===== config.mk =====
export PLATFORM = sky130hd
export DESIGN_NAME = m68k_bus_initiator
export DESIGN_NICKNAME = d
export VERILOG_FILES = /design/src/rtl/m68k_bus_pkg.sv /design/src/rtl/sync2.sv /design/src/rtl/m68k_bus_initiator.sv
export SDC_FILE = /design/constraint.sdc
export NUM_CORES = 1
export LEC_CHECK = 0
export ABC_AREA = 1
export CELL_PAD_IN_SITES_DETAIL_PLACEMENT = 0
export CELL_PAD_IN_SITES_GLOBAL_PLACEMENT = 1
export CORE_ASPECT_RATIO = 1.25
export CORE_MARGIN = 1.5
export CORE_UTILIZATION = 31
export CTS_BUF_LIST = sky130_fd_sc_hd__clkbuf_2
export DETAILED_ROUTE_END_ITERATION = 8
export GPL_TIMING_DRIVEN = 1
export PLACE_DENSITY_LB_ADDON = 0.1
export SLEW_MARGIN = 20
export SYNTH_ARGS = -nofsm -noshare
export SYNTH_HDL_FRONTEND = slang
export SYNTH_SLANG_ARGS = --single-unit

===== constraint.sdc =====
create_clock -name CLK -period 2.3 [get_ports CLK]
set_clock_uncertainty 0.2 [all_clocks]
set_input_delay 0.575 -clock CLK [delete_from_list [all_inputs] [get_ports CLK]]
set_output_delay 0.575 -clock CLK [all_outputs]
set_load 0.005 [all_outputs]

===== src/rtl/m68k_bus_pkg.sv =====
// Shared definitions for the 68000-style bus initiator: state encoding,
// byte-lane indices and the default bus-timeout length.
package m68k_bus_pkg;

    typedef enum logic [2:0] {
        S_IDLE    = 3'd0,
        S_ADDR    = 3'd1,
        S_STRB    = 3'd2,
        S_WAIT    = 3'd3,
        S_LATCH   = 3'd4,
        S_RELEASE = 3'd5,
        S_RECOVER = 3'd6,
        S_REJECT  = 3'd7
    } state_e;

    localparam int BE_UPPER               = 1;
    localparam int BE_LOWER               = 0;
    localparam int DEFAULT_TIMEOUT_CYCLES = 64;

    // Active-low {UDS, LDS} strobe pattern for a pair of byte enables.
    function automatic logic [1:0] ds_n(input logic [1:0] be);
        return {~be[BE_UPPER], ~be[BE_LOWER]};
    endfunction

endpackage


===== src/rtl/sync2.sv =====
// Two-flop synchroniser for an active-low asynchronous input; resets to the
// inactive (high) level so nothing downstream sees a spurious assertion.
module sync2 (
    input  logic clk_i,
    input  logic rst_i,
    input  logic d_i,
    output logic q_o
);

    logic meta_q;
    logic sync_q;

    always_ff @(posedge clk_i) begin
        if (rst_i) begin
            meta_q <= 1'b1;
            sync_q <= 1'b1;
        end else begin
            meta_q <= d_i;
            sync_q <= meta_q;
        end
    end

    assign q_o = sync_q;

endmodule


===== src/rtl/m68k_bus_initiator.sv =====
// Bus master running 68000-style AS/UDS/LDS/RW cycles terminated by DTACK,
// with timeout reporting in both the data phase and the DTACK-release phase.
module m68k_bus_initiator
    import m68k_bus_pkg::*;
#(
    parameter int TIMEOUT_CYCLES = DEFAULT_TIMEOUT_CYCLES
) (
    input  logic        CLK,
    input  logic        RST,
    input  logic        REQ,
    input  logic        REQ_RW,
    input  logic [22:0] REQ_ADDR,
    input  logic [1:0]  REQ_BE,
    input  logic [15:0] REQ_WDATA,
    output logic        READY,
    output logic        DONE,
    output logic        ERR,
    output logic [15:0] RDATA,
    output logic [22:0] ADDR_OUT,
    output logic        AS,
    output logic        UDS,
    output logic        LDS,
    output logic        RW,
    output logic [15:0] DATA_OUT,
    output logic        DATA_OE,
    input  logic [15:0] DATA_IN,
    input  logic        DTACK
);

    localparam int               CNT_W    = $clog2(TIMEOUT_CYCLES) + 1;
    localparam logic [CNT_W-1:0] CNT_LAST = CNT_W'(TIMEOUT_CYCLES - 1);

    state_e           state_q, state_d;
    logic [CNT_W-1:0] cnt_q, cnt_d;
    logic             err_q, err_d;
    logic             rd_q, rd_d;
    logic [1:0]       be_q, be_d;
    logic             as_q, as_d;
    logic             uds_q, uds_d;
    logic             lds_q, lds_d;
    logic             rw_q, rw_d;
    logic             oe_q, oe_d;
    logic [22:0]      addr_q, addr_d;
    logic [15:0]      wdata_q, wdata_d;
    logic [15:0]      rdata_q, rdata_d;
    logic             dtack_s;
    logic             ready;
    logic             done;
    logic             err_out;

    sync2 u_dtack_sync (
        .clk_i (CLK),
        .rst_i (RST),
        .d_i   (DTACK),
        .q_o   (dtack_s)
    );

    // Never start a cycle while the previous responder still holds DTACK low.
    assign ready = (state_q == S_IDLE) && dtack_s;

    always_comb begin
        state_d = state_q;
        cnt_d   = cnt_q;
        err_d   = err_q;
        rd_d    = rd_q;
        be_d    = be_q;
        as_d    = as_q;
        uds_d   = uds_q;
        lds_d   = lds_q;
        rw_d    = rw_q;
        oe_d    = oe_q;
        addr_d  = addr_q;
        wdata_d = wdata_q;
        rdata_d = rdata_q;
        done    = 1'b0;
        err_out = 1'b0;

        case (state_q)
            S_IDLE: begin
                if (REQ && ready) begin
                    rd_d  = REQ_RW;
                    be_d  = REQ_BE;
                    err_d = 1'b0;
                    cnt_d = '0;
                    if (REQ_BE == 2'b00) begin
                        state_d = S_REJECT;
                    end else begin
                        addr_d = REQ_ADDR;
                        rw_d   = REQ_RW;
                        if (!REQ_RW) begin
                            wdata_d = REQ_WDATA;
                            oe_d    = 1'b1;
                        end
                        state_d = S_ADDR;
                    end
                end
            end
            S_ADDR: begin
                as_d = 1'b0;
                if (rd_q) {uds_d, lds_d} = ds_n(be_q);
                state_d = S_STRB;
            end
            S_STRB: begin
                // Write strobes trail AS by a clock so DATA_OUT is settled first.
                if (!rd_q) {uds_d, lds_d} = ds_n(be_q);
                cnt_d   = '0;
                state_d = S_WAIT;
            end
            S_WAIT: begin
                cnt_d = cnt_q + 1'b1;
                if (!dtack_s) begin
                    state_d = S_LATCH;
                end else if (cnt_q == CNT_LAST) begin
                    err_d               = 1'b1;
                    {as_d, uds_d, lds_d} = 3'b111;
                    state_d             = S_RELEASE;
                end
            end
            S_LATCH: begin
                if (rd_q) rdata_d = DATA_IN;
                {as_d, uds_d, lds_d} = 3'b111;
                state_d              = S_RELEASE;
            end
            S_RELEASE: begin
                cnt_d   = '0;
                oe_d    = 1'b0;
                rw_d    = 1'b1;
                state_d = S_RECOVER;
            end
            S_RECOVER: begin
                cnt_d = cnt_q + 1'b1;
                if (dtack_s) begin
                    done    = 1'b1;
                    err_out = err_q;
                    state_d = S_IDLE;
                end else if (cnt_q == CNT_LAST) begin
                    done    = 1'b1;
                    err_out = 1'b1;
                    state_d = S_IDLE;
                end
            end
            S_REJECT: begin
                // One quiet clock after acceptance, then report the empty request.
                if (cnt_q == '0) begin
                    cnt_d = CNT_W'(1);
                end else begin
                    done    = 1'b1;
                    err_out = 1'b1;
                    state_d = S_IDLE;
                end
            end
            default: state_d = S_IDLE;
        endcase
    end

    always_ff @(posedge CLK) begin
        if (RST) begin
            state_q <= S_IDLE;
            cnt_q   <= '0;
            err_q   <= 1'b0;
            rd_q    <= 1'b1;
            be_q    <= 2'b00;
            as_q    <= 1'b1;
            uds_q   <= 1'b1;
            lds_q   <= 1'b1;
            rw_q    <= 1'b1;
            oe_q    <= 1'b0;
            addr_q  <= '0;
            wdata_q <= '0;
            rdata_q <= '0;
        end else begin
            state_q <= state_d;
            cnt_q   <= cnt_d;
            err_q   <= err_d;
            rd_q    <= rd_d;
            be_q    <= be_d;
            as_q    <= as_d;
            uds_q   <= uds_d;
            lds_q   <= lds_d;
            rw_q    <= rw_d;
            oe_q    <= oe_d;
            addr_q  <= addr_d;
            wdata_q <= wdata_d;
            rdata_q <= rdata_d;
        end
    end

    assign READY    = ready;
    assign DONE     = done;
    assign ERR      = err_out;
    assign RDATA    = rdata_q;
    assign ADDR_OUT = addr_q;
    assign AS       = as_q;
    assign UDS      = uds_q;
    assign LDS      = lds_q;
    assign RW       = rw_q;
    assign DATA_OUT = wdata_q;
    assign DATA_OE  = oe_q;

endmodule


# Word level (Yosys, flattened, before mapping)
# Cells that the tools add are included.
[word_totals] regBits=76 output_inout_bits=63
[classes] n_addsub=1 n_eq_ne=19 n_mux=35 n_bitwise=4 reduce_logical=23
[ops] op="$pmux 7 s4" count=1
[ops] op="$pmux 3 s8" count=1
[ops] op="$mux 3" count=7
[ops] op="$mux 1" count=16
[ops] op="$reduce_and 4->1" count=4
[ops] op="$mux 7" count=2
[ops] op="$ne 2x2->1 const B" count=7
[ops] op="$eq 3x3->1 const B" count=4
[ops] op="$reduce_and 3->1" count=4
[ops] op="$pmux 1 s2" count=5
[ops] op="$pmux 1 s4" count=2
[ops] op="$reduce_bool 4->1" count=2
[ops] op="$add 7x1->7 const B" count=1
[ops] op="$eq 7x6->1 const B" count=1
[ops] op="$logic_not 7->1" count=1
[ops] op="$eq 3x2->1 const B" count=2
[ops] op="$reduce_and 5->1" count=1
[ops] op="$ne 2x1->1 const B" count=2
[ops] op="$not 1->1" count=4
[ops] op="$reduce_and 2->1" count=2
[ops] op="$reduce_bool 2->1" count=2
[ops] op="$reduce_or 2->1" count=2
[ops] op="$eq 3x1->1 const B" count=1
[ops] op="$logic_not 3->1" count=1
[ops] op="6 further kinds" count=7

# Longest topological paths before layout
[logic_depth] ltp_word=5 mapped_depth=11

# By module
# A second synthesis with hierarchy kept.
[unflattened] cells_unflattened=418 area_unflattened_um2=3088.0
[by_module_without_submodules] mod="m68k_bus_initiator" instances=1 cells_per_inst=411 area_per_inst_um2=3029.2 seq_area_each_um2=1481.4
[by_module_without_submodules] mod="sync2" instances=1 cells_per_inst=7 area_per_inst_um2=58.8 seq_area_each_um2=40.0

# Worst setup path after synthesis
# OpenSTA, ideal clock, no wires.
[synth_path] path_type="flip-flop to output port" from="register cnt_q[0]" to="output port ERR" t_arrival_ps=1173 slack_ps=352 path_stages_with_launch=8 path_buffers=0 cell_sequence="dfxtp_1 > ha_1 > nand2_1 > nor2_1 > nand2_1 > inv_1 > o21ai_0 > o21ai_0"
[synth_between] elab_chain_len=4 elab_cells_between_ends=6
[synth_rtl] element="from (decl)" line_no="m68k_bus_initiator.sv:34" text="logic [CNT_W-1:0] cnt_q, cnt_d;"
[synth_rtl] element="from (signal assigned)" line_no="m68k_bus_initiator.sv:173" text="cnt_q <= cnt_d;"
[synth_rtl] element="$eq 7x6->1" line_no="m68k_bus_initiator.sv:136" text="end else if (cnt_q == CNT_LAST) begin"
[synth_rtl] element="$mux 1" line_no="m68k_bus_initiator.sv:136"
[synth_rtl] element="$mux 1" line_no="m68k_bus_initiator.sv:132" text="if (dtack_s) begin"
[synth_rtl] element="$pmux 1 s2 *" line_no="m68k_bus_initiator.sv:78" text="case (state_q)"
[synth_rtl] element="to (decl)" line_no="m68k_bus_initiator.sv:17" text="output logic ERR,"
# Every way passes the cells marked *; elsewhere a longest branch is shown, timed or not.

# Worst setup path in the final report
[layout_path] from="register cnt_q[1]" to="output port DONE"
[layout_between] elab_chain_len=4 elab_cells_between_ends=6
[layout_rtl] element="$eq 7x6->1" line_no="m68k_bus_initiator.sv:136"
[layout_rtl] element="$mux 1" line_no="m68k_bus_initiator.sv:136"
[layout_rtl] element="$mux 1" line_no="m68k_bus_initiator.sv:132"
[layout_rtl] element="$pmux 1 s2 *" line_no="m68k_bus_initiator.sv:78"
[layout_rtl] element="to (decl)" line_no="m68k_bus_initiator.sv:16" text="output logic DONE,"
# Marks and branches as above.

==> metrics.md <==
| Metric | Value |
|---|---|
| Worst Tran Pin Value | around 550 ps |
| Power consumption | between 4 and 5 mW |
| Worst IR Drop VDD | around 0.42 mV |
| Final WL | between 8000 and 9000 um |
| Most common cell after layout, fill and taps aside | clkdlybuf4s50_1 |
| Commonest non-fill, non-tap cells in the layout | clkdlybuf4s50_1 (121), nor2_1 (95), nand2_1 (70), dfxtp_1 (65), o21ai_0 (33) |
| Worst slew margin | a little over three fifths |
| Worst path slowest cell | dfxtp_2 |
| Max Cap Viol | 0 |
| Final worst-path cycle share | 106.9% |
| Vias in the first global route | roughly 3k |
| Routed Antenna Nets | 0 |
| Post-DR wirelength/cell | ~12 um |
| Detailed-route DRC error count | 0 |
| Mapped Nets | roughly 490 |
| Largest net degree at the start of global routing | 50 |
| Mapped Cells | 430 |
| Fin. Hold Viols | 0 |
| Post-synthesis sequential area ratio | a little under half |
| Core area | 0.01005 mm^2 |
| Asr flop ratio synth | 0% |
| Max-slew violations | 0 |
| First-pass GRT wire length | around 14000 um |
| CP max FO | 2 |
| Failing checks | setup timing |
| Clock slew at reported path FFs | 210 ps |
| Die width | around 94 um |
| Mapped Area | 0.003176 mm^2 |
| Layout cell share with drive strength beyond 1 | about 16% |
| CTS tree | yes |
| Crit end category | primary output |
| Diodes inserted | 0 |
| Root buffer cell | clkbuf_2 |
| Slowest Stage Delay on Critical Path | ~400 ps |
| Worst skew pair latency | roughly 520 ps |
| Post-Layout Cell Count | between 700 and 800 |
| Critical Path RT | about 1500 ps |
| Initial DRT Pass Iterations | 4 |
| Yosys cell types | 29 |
| Yosys warnings | 0 |
| Starting Density | a little under a third |
| # hold bufs at CTS | 0 |
| IO Pins | around 130 |
| Max Root-Sink Buffers | 2 |
| Final nets | between 600 and 700 |
| CTS HTree Levels | 3 |
| Grt total ovfl | 0 |
| Main flop type after synthesis | dfxtp_1 |
| CTS Buf Count | 9 |
| CTS sink cnt | 76 |
| Port-buffer cells | between 100 and 150 |
| EDFF count, synth | 0 |
| Worst min-delay path class | flop to flop |
| Avg Vias per Cell | around 4.5 |
| Via count | 3240 |
| CP Launch Type | flop |
| Area growth, synth to finish | 55.91% |
| Worst EP arrival | around 1700 ps |
| Fin worst setup slack | -158.8 ps |
| 1st-iter DRT viols | 106 |
| Status | complete, but fails checks |
| Leakage | 2.009 nW |
| Setup_tns | -314.4 ps |
| Mean post-synth cell area | roughly 7.4 um^2 |
| Placed insts | approximately 690 |
| Post-DP HPWL | approximately 6200 um |
| Final Util | between 40% and 50% |
| Final setup fails | 2 |
| Unrepaired setup endpoints after global routing | yes |
| FF+latch count, synth | 76 |
| Crit path max-delay family | flip-flops |
| Total GRT Usage | about 17% |
| CP Cell Sequence | ha_4 -> nand2_4 -> nor2_4 -> nand2_2 -> inv_2 -> o21ai_2 -> buf_4 -> nand2_1 -> buf_2 |
| Kind of critical path | flop to primary output |
| Fin crit period | 2459 ps |
| Initial antenna violation count | 0 |
| Pwr dens | a little over 900 mW/mm^2 |
| WP buf/inv | 3 |
| Site row count | 41 |
| Gpl congestion | 0.8018 |
| Max Clk Rate | between 0.4 and 0.5 GHz |
| Die ar. | between 0.01 and 0.015 mm^2 |
| Die height | roughly 120 um |
-- per-layer routing --
layer | vias up | wire length (um) | track usage [%]
li1 | 1686 | - | -
met1 | 1439 | 3741 | 19.50
met2 | 98 | 4107 | 27.15
met3 | 17 | 619 | 4.362
met4 | 0 | 230 | 9.192
met5 | - | 0 | 0
-- synth_stat cells (3+ instances only) --
library cell,number,area share [%]
nor2_1,98,12
dfxtp_1,76,48
nand2_1,75,8.9
o21ai_0,36,5.7
nand3_1,32,5.0
a21oi_1,30,4.7
inv_1,22,2.6
o21ai_1,11,1.7
clkbuf_1,10,1.2
buf_6,5,1.8
buf_2,3,0.47
buf_4,3,0.71
inv_2,3,0.35
nand2_4,3,1.1
nor3_1,3,0.47
or2_2,3,0.59
-- worst register-to-register path: cells and delay by family (launching register included) --
family	cells	cell delay (ps)
buffers and inverters	6	750
and+or+nand+nor	6	410
DFF	1	410
AOI/OAI and AO/OA	1	180
adders and majority gates	1	150
-- registers in the layout, summed over array words and instances, names as in the netlist, 2 cells and up --
register,flops
cnt_q,7
DATA_OUT,16
ADDR_OUT,23
state_q,3
RDATA,16
be_q,2
-- power breakdown --
part,switching [mW],internal (mW),total (mW)
combinational,1.04,1.05,2.09
clock,0.488,0.246,0.735
sequential,0.139,1.59,1.73
total,1.67,2.89,4.55
-- cell families (layout without fill, tap and decap cells) --
| family | count (synthesis) | after routing | share of synthesized area, % |
|---|---|---|---|
| and+or+nand+nor | 222 | 222 | 30.38 |
| adders and majority gates | 2 | 2 | 0.7879 |
| DFF | 76 | 76 | 47.91 |
| buffers and inverters | 48 | 202 | 7.565 |
| AOI/OAI and AO/OA | 82 | 82 | 13.36 |
-- worst paths after layout --
kind / end / slack, ps / from / cells after the start
setup / recovery: DONE / -160 / cnt_q[1] / 9
hold / removal: u_dtack_sync.q_o / 250 / u_dtack_sync.meta_q / 1
setup reg to reg: UDS / 100 / cnt_q[1] / 14
hold reg to reg: u_dtack_sync.q_o / 250 / u_dtack_sync.meta_q / 1
-- through the flow --
| step | cell area [um^2] | worst slack [ps] | hold slack, ps |
|---|---|---|---|
| after global placement | 4659 | -42.98 | 202.8 |
| after detailed placement | 4659 | -85.01 | 211.6 |
| after floorplan | 3176 | 352.4 | 189.5 |
| after CTS | 4902 | -247.0 | 258.7 |
| final | 4951 | -158.8 | 250.9 |
| after global routing | 4951 | -270.3 | 268.5 |
-- cell type report --
cell class	instances	area [um^2]
Fill cell	1060	5104
Tap cell	129	161.4
Clock inverter	7	66.31
Clock buffer	9	45.04
Timing Repair Buffer	159	1535
Sequential cell	76	1535
Multi-Input combinational cell	306	1489
Inverter	27	118.9
-- timing repair --
| action | CTS | global route |
|---|---|---|
| setup buffers | 10 | 2 |
| pin swaps | 8 | 7 |
| gates resized for setup | 37 | 21 |
| hold endpoints to repair | 0 | 0 |
| setup endpoints to repair | 3 | 14 |
(Power assumes the default switching activity.)
